### config.mk
export PLATFORM = sky130hd
export DESIGN_NAME = rgb_pwm_driver
export DESIGN_NICKNAME = d
export VERILOG_FILES = /design/src/rtl/rgb_pwm_driver_pkg.sv /design/src/rtl/rgb_pwm_driver_pwm_channel.sv /design/src/rtl/rgb_pwm_driver.sv
export SDC_FILE = /design/constraint.sdc
export NUM_CORES = 1
export LEC_CHECK = 0
export BUFFER_PORTS_ARGS = -buffer_cell sky130_fd_sc_hd__buf_2
export CAP_MARGIN = 10
export CORE_ASPECT_RATIO = 1.5
export CORE_UTILIZATION = 25
export CTS_CLUSTER_SIZE = 28
export DETAILED_ROUTE_END_ITERATION = 16
export PLACE_DENSITY = 0.42
export SETUP_SLACK_MARGIN = 0.3
export SYNTH_ARGS = -nofsm -noshare
export SYNTH_HDL_FRONTEND = slang
export SYNTH_SLANG_ARGS = --single-unit
### constraint.sdc
create_clock -name clk -period 3.8 [get_ports clk]
set_input_delay 0.38 -clock clk [delete_from_list [all_inputs] [get_ports clk]]
set_output_delay 0.38 -clock clk [all_outputs]
set_load 0.005 [all_outputs]
### src/rtl/rgb_pwm_driver_pkg.sv
// Shared constants for the RGB PWM driver: channel slice bounds in the 24-bit
// light word and the width/terminal value of the PWM phase counter.
package rgb_pwm_driver_pkg;
  localparam int RED_HI = 23;
  localparam int RED_LO = 16;
  localparam int GRN_HI = 15;
  localparam int GRN_LO = 8;
  localparam int BLU_HI = 7;
  localparam int BLU_LO = 0;

  localparam int                 PHASE_W   = 8;
  localparam logic [PHASE_W-1:0] PHASE_MAX = 8'd255;
endpackage

### src/rtl/rgb_pwm_driver_pwm_channel.sv
// One PWM channel: registered strict compare of phase against duty, gated by enable.
// Output lags phase by one clk; no backpressure.
module pwm_channel
  import rgb_pwm_driver_pkg::*;
#(
  parameter bit INVERT = 1'b0
) (
  input  logic               clk,
  input  logic               rst,
  input  logic               enable,
  input  logic [PHASE_W-1:0] phase,
  input  logic [PHASE_W-1:0] duty,
  output logic               out
);

  logic r_raw;

  always_ff @(posedge clk or posedge rst) begin
    if (rst) r_raw <= 1'b0;
    else     r_raw <= enable & (phase < duty);
  end

  // Inversion sits after the register so reset also lands on the off level.
  assign out = r_raw ^ INVERT;

endmodule

### src/rtl/rgb_pwm_driver.sv
// Three-channel 8-bit LED PWM with frame-aligned double-buffered RGB word.
// Outputs lag phase by one clk; light is sampled only at frame boundaries (no backpressure).
module rgb_pwm_driver
  import rgb_pwm_driver_pkg::*;
#(
  parameter int PRESCALE = 4,
  parameter bit INVERT   = 1'b0
) (
  input  logic        clk,
  input  logic        rst,
  input  logic        enable,
  input  logic [23:0] light,
  output logic        pwm_r,
  output logic        pwm_g,
  output logic        pwm_b,
  output logic        frame_start
);

  localparam int PS_W = (PRESCALE > 1) ? $clog2(PRESCALE) : 1;

  logic [PS_W-1:0]    r_presc;
  logic [PHASE_W-1:0] r_phase;
  logic [23:0]        r_shadow;
  logic               r_loaded;
  logic               r_frame_start;
  logic               w_tick;
  logic               w_boundary;
  logic               w_load;

  assign w_tick     = (r_presc == PS_W'(PRESCALE - 1));
  assign w_boundary = w_tick && (r_phase == PHASE_MAX);
  // The very first edge after reset also loads, so frame one never shows zeros.
  assign w_load     = w_boundary || !r_loaded;

  always_ff @(posedge clk or posedge rst) begin
    if (rst) begin
      r_presc       <= '0;
      r_phase       <= '0;
      r_shadow      <= '0;
      r_loaded      <= 1'b0;
      r_frame_start <= 1'b0;
    end else begin
      r_presc       <= w_tick ? '0 : r_presc + PS_W'(1);
      if (w_tick) r_phase <= r_phase + PHASE_W'(1);
      if (w_load) r_shadow <= light;
      r_loaded      <= 1'b1;
      r_frame_start <= w_load;
    end
  end

  assign frame_start = r_frame_start;

  pwm_channel #(.INVERT(INVERT)) u_red (
    .clk(clk), .rst(rst), .enable(enable), .phase(r_phase),
    .duty(r_shadow[RED_HI:RED_LO]), .out(pwm_r)
  );

  pwm_channel #(.INVERT(INVERT)) u_grn (
    .clk(clk), .rst(rst), .enable(enable), .phase(r_phase),
    .duty(r_shadow[GRN_HI:GRN_LO]), .out(pwm_g)
  );

  pwm_channel #(.INVERT(INVERT)) u_blu (
    .clk(clk), .rst(rst), .enable(enable), .phase(r_phase),
    .duty(r_shadow[BLU_HI:BLU_LO]), .out(pwm_b)
  );

endmodule

==> flow_metrics.tcl <==
set metrics [dict create \
    outcome "finished, final reports clean" \
    viasPerCell 4.29 \
    diodes 0 \
    fp.dieH_um 111 \
    critPathMaxStageDelay_ps 670 \
    critPathRequiredTime_ps 3960 \
    yosys_register_bits 39 \
    critPathLaunch "r_phase[0]$_DFFE_PP0P_" \
    postCtsSetupBuffers 0 \
    drive_above_1_share_pct 34.5 \
    grt_antenna_before_repair 0 \
    synthArstFlopShare_pct 100 \
    hold_viol_final 0 \
    synth_area_um2 1980 \
    cts_resized 0 \
    vdd.ir_drop.worst_uv 152 \
    ff2ff_path_depth 5 \
    cts_inserted_buffers 5 \
    synth_cells 155 \
    rrSetupSlack_ps 1530 \
    start_util_pct 25.8 \
    synth_area_leaders "dfrtp_1 49%, ha_1 15%, mux2_2 14%" \
    slowest_stage "o31ai_4" \
    synth_edf_count 0 \
    yosys.area.top_type "dfrtp_1" \
    report.final.setup_viol 0 \
    die_x_um 74.6 \
    drc 0 \
    synth_top_area_share_pct 49.4 \
    cts_hold_buf 0 \
    synthFlopType "dfrtp_1" \
    crit_path_max_fanout 13 \
    tns_ps 0 \
    cts-root-buf "clkbuf_16" \
    slew_headroom_pct 38.6 \
    cp_num_buf_inv 1 \
    worstSetupStartpointType "flip-flop" \
    tritoncts "built" \
    endpoint_kind "flip-flop" \
    leakagePower_nw 1.22 \
    area_growth_pct 22.0 \
    yosysUniqueCellTypes 24 \
    path_cells "ha_1, nand2_2, o31ai_4, buf_4, mux2_2" \
    syn_nets 205 \
    rr_endpoint "r_shadow[11]$_DFFE_PP0P_" \
    fin_crit_sh_pct 59.6 \
    grt_start_max_net_pins 24 \
    cp_top_family "compound AO/OA/AOI/OAI gates" \
    hold_class "primary input to async pin" \
    slew_violations 0 \
    track_usage_pct 10.5 \
    fmax_mhz 441 \
    grt_pass1_wl_um 6290 \
    htreeDepth 2 \
    hpwlAfterDp_um 3040 \
    drtPass1Iterations 4 \
    wl_per_cell_um 13.0 \
    utilization_pct 31.5 \
    worstSkewPairLatency_ps 280 \
    drt_iter0_drc 46 \
    max-cap-violations 0 \
    path_clk_slew_ps 50 \
    grt_pass1_vias 1324 \
    clock_path_buffers 2 \
    port_buffers 30 \
    ys_seq_area_share_pct 49.4 \
    ioPinCount 31 \
    synthTopCellsByCount "39 x dfrtp_1, 24 x mux2_2, 23 x ha_1, 22 x inv_1, 4 x xnor2_1" \
    rows 39 \
    clkSinkCount 39 \
    vias 1270 \
    p_total_mw 0.990 \
    grt-ovfl-total 0 \
    synth.most_common_cell "dfrtp_1" \
    r2r_start "r_phase[0]$_DFFE_PP0P_" \
    final_antenna_net_count 0 \
    ys_warn_count 0 \
    hold_ws_ps 295 \
    worst_slew_pin_slew_ps 920 \
    nets 243 \
    routabilityCongestion 0.715 \
    pwr_density_cell_nw_per_um2 411 \
    totalWireLength_um 3850 \
    die_area_um2 8270 \
    syn_area_per_cell_um2 12.8 \
    crit_arrival_ps 2430 \
    rsz0062_at_grt "false" \
    min_period_ps 2270 \
    core_area_um2 7660 \
    skew_ps 7.82 \
    worstSetupPathType "flip-flop to flip-flop" \
]
[report_power, final]
part / total (mW) / leakage, nW / internal [mW] / switching [mW]
clock: 0.430 / 0.0772 / 0.279 / 0.151
combinational: 0.103 / 0.679 / 0.0559 / 0.0467
sequential: 0.458 / 0.464 / 0.445 / 0.0134
[worst reg2reg max path, stage by stage (launching register included)]
cell	delay, ps
dfrtp_1	470
ha_1	220
nand2_2	90
o31ai_4	670
buf_4	340
mux2_2	360
[worst max-delay path by stage]
stage	cells past startpoint	end	slack, ps
global placement	5	r_shadow[7]$_DFFE_PP0P_	1520
detailed placement	5	r_shadow[11]$_DFFE_PP0P_	1490
finish	5	r_shadow[11]$_DFFE_PP0P_	1530
CTS	5	r_shadow[7]$_DFFE_PP0P_	1480
floorplan	5	r_shadow[10]$_DFFE_PP0P_	2080
global route	5	r_shadow[7]$_DFFE_PP0P_	1380
[stage by stage]
step                instance area (um2)  std cells  setup slack (ps)
floorplan                          1980        155              2080
global placement                   2250        288              1520
detailed placement                 2250        288              1490
CTS                                2410        296              1480
global route                       2410        296              1380
finish                             2410        296              1530
[metal layers]
| metal | up-vias | wire length (um) | GRT usage, % |
|---|---|---|---|
| met1 | 617 | 1690 | 12.5 |
| met3 | 8 | 124 | 2.09 |
| met4 | 0 | 95 | 5.66 |
| met5 | - | 0 | 0 |
| met2 | 28 | 1940 | 17.2 |
| li1 | 617 | - | - |
[flip-flops by register name (all words and copies together) (netlist names)]
name / count
r_phase: 8
r_shadow: 24
frame_start: 1
r_loaded: 1
r_presc: 2
u_red.out: 1
u_blu.out: 1
u_grn.out: 1
[cell usage in the layout (no fill, tap or decap), types with 2 or more instances in the layout]
cell type,instances
nor2_1,2
mux2_2,24
nand2b_1,3
xor2_1,3
a221oi_1,3
o211ai_1,3
nor3b_1,3
clkbuf_8,2
buf_2,30
dfrtp_1,39
clkbuf_16,5
nand4_1,3
o2111a_1,3
a21o_1,3
xnor2_1,4
inv_1,22
a211oi_1,3
ha_1,23
buf_4,3
nand2_1,3
o21ai_0,3
[cell families after synthesis]
family / synth area share (%)
buf+inv: 5.32
xor+xnor: 3.10
other cells: 0.190
compound gates: 8.29
flops: 49.4
simple gates: 4.94
fa+ha+maj: 14.6
mux: 14.2
[final cells by class]
| cell class | instances | area (um2) |
|---|---|---|
| fill | 810 | 5250 |
| sequential | 39 | 976 |
| multi-input combinational | 92 | 896 |
| timing repair buffer | 33 | 173 |
| clock buffer | 8 | 156 |
| tap | 102 | 128 |
| inverter | 22 | 82.6 |
No activity file was read; power rests on OpenSTA's default activity.
